`src/rtl/prog_sequencer_if.sv`:
```
// ---------------------------------------------------------------------------
// prog_sequencer_if
//   Bundles the signals exchanged between the program sequencer, the
//   testbench/top level and the instruction fetch stage.
//
//   Signals:
//     Start       request level, a rising edge asks for a run
//     ProgSel     program select (00/01/10, 11 = all three in order)
//     Halt        completion flag from the fetch stage
//     Init        fetch-stage Init
//     ProgState   fetch-stage program select
//     Busy        sequencer is in LOAD or RUN
//     Done        sequencer finished its last run
//     Timeout     sticky, the last run was aborted by the watchdog
//     CycleCount  RUN cycles since the last accepted Start (saturating)
//
//   Modports:
//     master  drives the requests and Halt (testbench / top level side)
//     slave   the sequencer itself
// ---------------------------------------------------------------------------
interface prog_sequencer_if #(
    parameter int CNT_W = 16
);
    logic             Start;
    logic [1:0]       ProgSel;
    logic             Halt;
    logic             Init;
    logic [1:0]       ProgState;
    logic             Busy;
    logic             Done;
    logic             Timeout;
    logic [CNT_W-1:0] CycleCount;

    modport master (
        output Start, ProgSel, Halt,
        input  Init, ProgState, Busy, Done, Timeout, CycleCount
    );

    modport slave (
        input  Start, ProgSel, Halt,
        output Init, ProgState, Busy, Done, Timeout, CycleCount
    );
endinterface

```
`src/rtl/prog_sequencer.sv`:
```
// ---------------------------------------------------------------------------
// prog_sequencer
//   Program-level controller sitting in front of the instruction fetch stage.
//   On a Start rising edge it selects a program, holds the fetch stage in
//   Init for INIT_CYCLES cycles, releases it and waits for Halt. With
//   ProgSel = 11 the three programs 00, 01, 10 are run back to back.
//   A per-program watchdog (MAX_CYCLES, 0 = off) aborts a hung program.
//
//   Ports:
//     CLK      clock, all state changes on the rising edge
//     Reset_n  asynchronous active-low reset
//     bus      prog_sequencer_if.slave (Start/ProgSel/Halt in,
//              Init/ProgState/Busy/Done/Timeout/CycleCount out)
//
//   All outputs come straight from flops; there is no combinational path
//   from any input to any output.
// ---------------------------------------------------------------------------
module prog_sequencer #(
    parameter int INIT_CYCLES = 2,
    parameter int MAX_CYCLES  = 4096,
    parameter int CNT_W       = 16
) (
    input  logic            CLK,
    input  logic            Reset_n,
    prog_sequencer_if.slave bus
);

    typedef enum logic [1:0] {
        S_IDLE = 2'd0,
        S_LOAD = 2'd1,
        S_RUN  = 2'd2,
        S_DONE = 2'd3
    } state_t;

    localparam int               LW        = (INIT_CYCLES < 2) ? 1 : $clog2(INIT_CYCLES);
    localparam logic [LW-1:0]    LOAD_LAST = LW'(INIT_CYCLES - 1);
    localparam logic [CNT_W:0]   WD_LIMIT  = (CNT_W + 1)'(MAX_CYCLES);
    localparam logic [CNT_W-1:0] CNT_MAX   = '1;

    state_t           state_q;
    logic             start_q;
    logic             run_all_q;
    logic             init_q;
    logic [1:0]       prog_state_q;
    logic             busy_q;
    logic             done_q;
    logic             timeout_q;
    logic [CNT_W-1:0] cyc_cnt_q;
    logic [CNT_W-1:0] prog_cnt_q;
    logic [LW-1:0]    load_cnt_q;

    logic             start_edge;
    logic             halt_ok;
    logic             wd_hit;
    logic [CNT_W:0]   prog_nxt_w;
    logic [CNT_W-1:0] prog_cnt_d;
    logic [CNT_W-1:0] cyc_cnt_d;

    assign start_edge = bus.Start & ~start_q;

    // Halt from the fetch stage is stale in the first RUN cycle after Init,
    // which is exactly the cycle where the per-program counter is still 0.
    assign halt_ok    = (prog_cnt_q != '0);

    // Watchdog fires at the end of RUN cycle number MAX_CYCLES; compared one
    // bit wider so a limit of 2**CNT_W is still reachable.
    assign prog_nxt_w = {1'b0, prog_cnt_q} + (CNT_W + 1)'(1);
    assign wd_hit     = (MAX_CYCLES != 0) && (prog_nxt_w == WD_LIMIT);

    // Both counters saturate rather than wrap.
    assign prog_cnt_d = (prog_cnt_q == CNT_MAX) ? prog_cnt_q : prog_cnt_q + CNT_W'(1);
    assign cyc_cnt_d  = (cyc_cnt_q  == CNT_MAX) ? cyc_cnt_q  : cyc_cnt_q  + CNT_W'(1);

    always_ff @(posedge CLK or negedge Reset_n) begin
        if (!Reset_n) begin
            state_q      <= S_IDLE;
            start_q      <= 1'b1;   // a Start held through reset is not an edge
            run_all_q    <= 1'b0;
            init_q       <= 1'b1;
            prog_state_q <= 2'b11;
            busy_q       <= 1'b0;
            done_q       <= 1'b0;
            timeout_q    <= 1'b0;
            cyc_cnt_q    <= '0;
            prog_cnt_q   <= '0;
            load_cnt_q   <= '0;
        end else begin
            start_q <= bus.Start;
            case (state_q)
                S_IDLE, S_DONE: begin
                    if (start_edge) begin
                        run_all_q    <= (bus.ProgSel == 2'b11);
                        prog_state_q <= (bus.ProgSel == 2'b11) ? 2'b00 : bus.ProgSel;
                        cyc_cnt_q    <= '0;
                        prog_cnt_q   <= '0;
                        load_cnt_q   <= '0;
                        timeout_q    <= 1'b0;
                        done_q       <= 1'b0;
                        busy_q       <= 1'b1;
                        init_q       <= 1'b1;
                        state_q      <= S_LOAD;
                    end
                end

                S_LOAD: begin
                    prog_cnt_q <= '0;
                    if (load_cnt_q == LOAD_LAST) begin
                        init_q  <= 1'b0;
                        state_q <= S_RUN;
                    end else begin
                        load_cnt_q <= load_cnt_q + LW'(1);
                    end
                end

                S_RUN: begin
                    prog_cnt_q <= prog_cnt_d;
                    cyc_cnt_q  <= cyc_cnt_d;
                    // Halt is checked first so it wins over a same-cycle expiry.
                    if (halt_ok && bus.Halt) begin
                        if (run_all_q && (prog_state_q != 2'b10)) begin
                            prog_state_q <= prog_state_q + 2'b01;
                            load_cnt_q   <= '0;
                            init_q       <= 1'b1;
                            state_q      <= S_LOAD;
                        end else begin
                            init_q  <= 1'b1;
                            busy_q  <= 1'b0;
                            done_q  <= 1'b1;
                            state_q <= S_DONE;
                        end
                    end else if (wd_hit) begin
                        // Abort skips any remaining programs of a run-all.
                        timeout_q <= 1'b1;
                        init_q    <= 1'b1;
                        busy_q    <= 1'b0;
                        done_q    <= 1'b1;
                        state_q   <= S_DONE;
                    end
                end

                default: state_q <= S_IDLE;
            endcase
        end
    end

    assign bus.Init       = init_q;
    assign bus.ProgState  = prog_state_q;
    assign bus.Busy       = busy_q;
    assign bus.Done       = done_q;
    assign bus.Timeout    = timeout_q;
    assign bus.CycleCount = cyc_cnt_q;

endmodule

```
`src/flat_wrapper.sv`:
```
// flat-port wrapper written by rule: the top's interface ports become plain ports
module prog_sequencer_flat 
#(
    parameter int INIT_CYCLES = 2,
    parameter int MAX_CYCLES  = 4096,
    parameter int CNT_W       = 16
)
  (CLK, Reset_n, bus_Start, bus_ProgSel, bus_Halt, bus_Init, bus_ProgState, bus_Busy, bus_Done, bus_Timeout, bus_CycleCount);
  prog_sequencer_if #(.CNT_W(CNT_W)) bus_i ();
  input  logic CLK;
  input  logic Reset_n;
  input wire logic [$bits(bus_i.Start)-1:0] bus_Start;
  input wire logic [$bits(bus_i.ProgSel)-1:0] bus_ProgSel;
  input wire logic [$bits(bus_i.Halt)-1:0] bus_Halt;
  output wire logic [$bits(bus_i.Init)-1:0] bus_Init;
  output wire logic [$bits(bus_i.ProgState)-1:0] bus_ProgState;
  output wire logic [$bits(bus_i.Busy)-1:0] bus_Busy;
  output wire logic [$bits(bus_i.Done)-1:0] bus_Done;
  output wire logic [$bits(bus_i.Timeout)-1:0] bus_Timeout;
  output wire logic [$bits(bus_i.CycleCount)-1:0] bus_CycleCount;
  assign bus_i.Start = bus_Start;
  assign bus_i.ProgSel = bus_ProgSel;
  assign bus_i.Halt = bus_Halt;
  assign bus_Init = bus_i.Init;
  assign bus_ProgState = bus_i.ProgState;
  assign bus_Busy = bus_i.Busy;
  assign bus_Done = bus_i.Done;
  assign bus_Timeout = bus_i.Timeout;
  assign bus_CycleCount = bus_i.CycleCount;
  prog_sequencer #(.INIT_CYCLES(INIT_CYCLES), .MAX_CYCLES(MAX_CYCLES), .CNT_W(CNT_W)) u_core (.CLK(CLK), .Reset_n(Reset_n), .bus(bus_i));
endmodule
```
`config.mk`:
```
export PLATFORM = sky130hd
export DESIGN_NAME = prog_sequencer_flat
export DESIGN_NICKNAME = d
export VERILOG_FILES = /design/src/rtl/prog_sequencer_if.sv /design/src/rtl/prog_sequencer.sv /design/src/flat_wrapper.sv
export SDC_FILE = /design/constraint.sdc
export NUM_CORES = 1
export LEC_CHECK = 0
export CORE_ASPECT_RATIO = 0.5
export CORE_MARGIN = 8
export CORE_UTILIZATION = 47
export DETAILED_ROUTE_END_ITERATION = 12
export PLACE_DENSITY = 0.76
export SLEW_MARGIN = 20
export SYNTH_ARGS = -nofsm -noshare
export SYNTH_HDL_FRONTEND = slang
export SYNTH_SLANG_ARGS = --single-unit
```
`constraint.sdc`:
```
create_clock -name CLK -period 6.4 [get_ports CLK]
set_clock_uncertainty 0.05 [all_clocks]
set_input_delay 0.96 -clock CLK [delete_from_list [all_inputs] [get_ports CLK]]
set_output_delay 0.96 -clock CLK [all_outputs]
set_load 0.005 [all_outputs]
```
==> impl_metrics.env <==
export IMPL_tns_ns=0
export IMPL_route_detailed_drc=0
export IMPL_synthTopCellsByCount="dfrtp_1 (39), nor2_1 (36), nand2_1 (25)"
export IMPL_yosysMostFrequentCell="dfrtp_1"
export IMPL_synthTopCellsByArea="dfrtp_1 (39%), nor2_1 (5.4%), o21ai_0 (4.6%)"
export IMPL_ctsResizeCount=0
export IMPL_critical_path_top_delay_family="simple AND/OR/NAND/NOR gates"
export IMPL_worstHoldPathType="flop to flop"
export IMPL_syn_inst=276
export IMPL_clk_latency_ns=0.29
export IMPL_finalCriticalPeriod_ns=3.15
export IMPL_ys_async_sr_fraction_pct=100
export IMPL_yosys_register_bits=43
export IMPL_critPathKind="flop to flop"
export IMPL_routed_via_density=5.74
export IMPL_synthFlopType="dfrtp_1"
export IMPL_drt_wl_total_um=5570
export IMPL_grt_pass1_wl_um=9490
export IMPL_die_w_um=119
export IMPL_cts_setup_buffers=0
export IMPL_cts_root_buf="clkbuf_8"
export IMPL_required_ns=6.55
export IMPL_antenna_left=0
export IMPL_leakage_nw=1.20
export IMPL_clock_power_share_pct=20.9
export IMPL_die_area_um2=8010
export IMPL_synth_top_area_share_pct=39.3
export IMPL_path_buf_inv=0
export IMPL_wl_per_cell_um=15.0
export IMPL_cpPeakStageDelay_ns=0.78
export IMPL_grt_usage_pct=14.2
export IMPL_antenna_found_initial=0
export IMPL_internal_power_w=0.000523
export IMPL_slew_headroom_pct=26.1
export IMPL_dp_cells=363
export IMPL_first_global_vias=2022
export IMPL_cts_tree="built"
export IMPL_cp_arrival_ns=3.30
export IMPL_nNetsFinal=313
export IMPL_cp_slowest_cell="o21bai_1"
export IMPL_seq_power_share_pct=42.0
export IMPL_switching_share_pct=36.0
export IMPL_cp_end_kind="flop"
export IMPL_vias=2129
export IMPL_placed_area_um2=2790
export IMPL_grt_max_degree=44
export IMPL_cellPowerDensity_nw_per_um2=284
export IMPL_crit_path_max_fanout=15
export IMPL_htreeDepth=2
export IMPL_syn_area_um2=2490
export IMPL_drt_pass1_iterations=4
export IMPL_fmax_ghz=0.317
export IMPL_gp_congestion=0.863
export IMPL_grt_setup_unrepaired="false"
export IMPL_drv_cap=0
export IMPL_cts_buffer_depth=2
export IMPL_comb_power_share_pct=37.1
export IMPL_cts_buffers_inserted=5
export IMPL_ys_warn_count=0
export IMPL_initial_core_util_pct=49.7
export IMPL_syn2layout_area_growth_pct=15.7
export IMPL_diodes=0
export IMPL_ys_types=46
export IMPL_final_cells=371
export IMPL_fin_area_um2=2880
export IMPL_clkSlewWorstSetupHoldPaths_ns=0.08
export IMPL_synth_nets=289
export IMPL_irDropWorstVdd_v=0.000132
export IMPL_core_um2=5000
export IMPL_timing_final_crit_share_pct=49.2
export IMPL_finalSetupViolations=0
export IMPL_synth_area_per_cell_um2=9.01
export IMPL_yosysTopAreaCell="dfrtp_1"
export IMPL_finalHoldViolCount=0
export IMPL_switching_power_w=0.000295
export IMPL_synth_edf_count=0
export IMPL_crit_path_start_kind="flop"
export IMPL_final_fill_count=441
export IMPL_drive_gt1_share_pct=7.64
export IMPL_ios=28
export IMPL_grt_ovfl_total=0
export IMPL_drt_iter0_markers=72
export IMPL_drv_slew=0
export IMPL_cp_cell_sequence="ha_1 -> nand2_1 -> or4_4 -> or2_2 -> o21bai_1 -> o21ai_0 -> o31ai_1"
export IMPL_outcome="complete, no violations"
export IMPL_dp_hpwl_um=4020
export IMPL_cts_hold_buf=0
export IMPL_cts_sinks=43
export IMPL_totalPowerFinal_w=0.000818
export IMPL_max_slew_worst_pin_slew_ns=1.10
export IMPL_die_h_um=67.4
export IMPL_ys_seq_area_share_pct=43.5
export IMPL_rows=18
export IMPL_io_buffers=27
final cells by class:
class	count	area, µm²	share of cell area [%]
multi-input combinational	210	1310	45.5
sequential	43	1080	37.6
timing repair buffer	27	265	9.22
tap	70	87.6	3.04
clock buffer	6	72.6	2.52
inverter	13	48.8	1.70
clock inverter	2	12.5	0.435
sequential cells by signal, indices dropped and copies added (netlist names):
name                   count
u_core.bus.CycleCount     16
u_core.prog_cnt_q         16
u_core.bus.ProgState       2
u_core.state_q             2
u_core.bus.Busy            1
u_core.bus.Done            1
u_core.bus.Init            1
u_core.bus.Timeout         1
u_core.load_cnt_q          1
u_core.run_all_q           1
u_core.start_q             1
tightest hold or removal path: cells and delay by family (launching register included):
kind	cells	cell delay [ns]
flip-flops	1	0.37
multiplexers	1	0.06
buffers and inverters	1	0.05
power by group through the flow:
stage	registers [W]	clock network, W	logic, W
after floorplan	0.000346	0	0.000205
after global placement	0.000346	0	0.000294
after detailed placement	0.000349	0	0.000303
after CTS	0.000344	0.000176	0.000305
after global routing	0.000350	0.000190	0.000338
final	0.000343	0.000171	0.000303
cells in the final DEF, fill, tap and decap left out, types with 11 or more instances in the layout:
master and n:
dfrtp_1 39, clkdlybuf4s50_1 26, nand2_1 25, a21oi_1 13
nor2_1 36, nand3_1 11, inv_1 13, o21ai_0 23
o31ai_1 12
routing by layer:
metal	routed length, µm	track usage, %
met4	20	4.68
met1	2640	17.5
met5	0	0
met3	223	3.58
met2	2690	24.6
per-stage QoR:
stage / hold slack (ns) / utilization (%) / setup WS [ns]
global placement: 0.411 / 55.8 / 3.23
global route: 0.450 / 57.5 / 3.03
finish: 0.434 / 57.5 / 3.25
CTS: 0.437 / 57.5 / 3.27
detailed placement: 0.420 / 55.8 / 3.03
floorplan: 0.400 / - / 3.80
cells by family (layout without fill, tap and decap cells):
group / count (synthesis) / in the layout / share of synthesized area [%]
simple gates: 118 / 118 / 24.5
xor+xnor: 16 / 16 / 5.94
fa+ha+maj: 7 / 7 / 3.52
flops: 43 / 43 / 43.5
buf+inv: 23 / 48 / 3.88
mux: 6 / 6 / 2.77
compound gates: 63 / 63 / 15.9
path summary, 6_finish.rpt:
| check | to | cells past startpoint | slack [ns] | start |
|---|---|---|---|---|
| max in group asynchronous | u_core.prog_cnt_q[13] | 1 | 4.96 | Reset_n |
| worst min register to register | u_core.bus.Init | 2 | 0.43 | u_core.bus.Init |
| worst max register to register | u_core.prog_cnt_q[4] | 7 | 3.25 | u_core.prog_cnt_q[0] |
| worst max-delay path | u_core.prog_cnt_q[4] | 7 | 3.25 | u_core.prog_cnt_q[0] |
| min in group asynchronous | u_core.bus.CycleCount[5] | 1 | 0.75 | Reset_n |
| worst min-delay path | u_core.bus.Init | 2 | 0.43 | u_core.bus.Init |
Power figures use the tool's default switching activity.
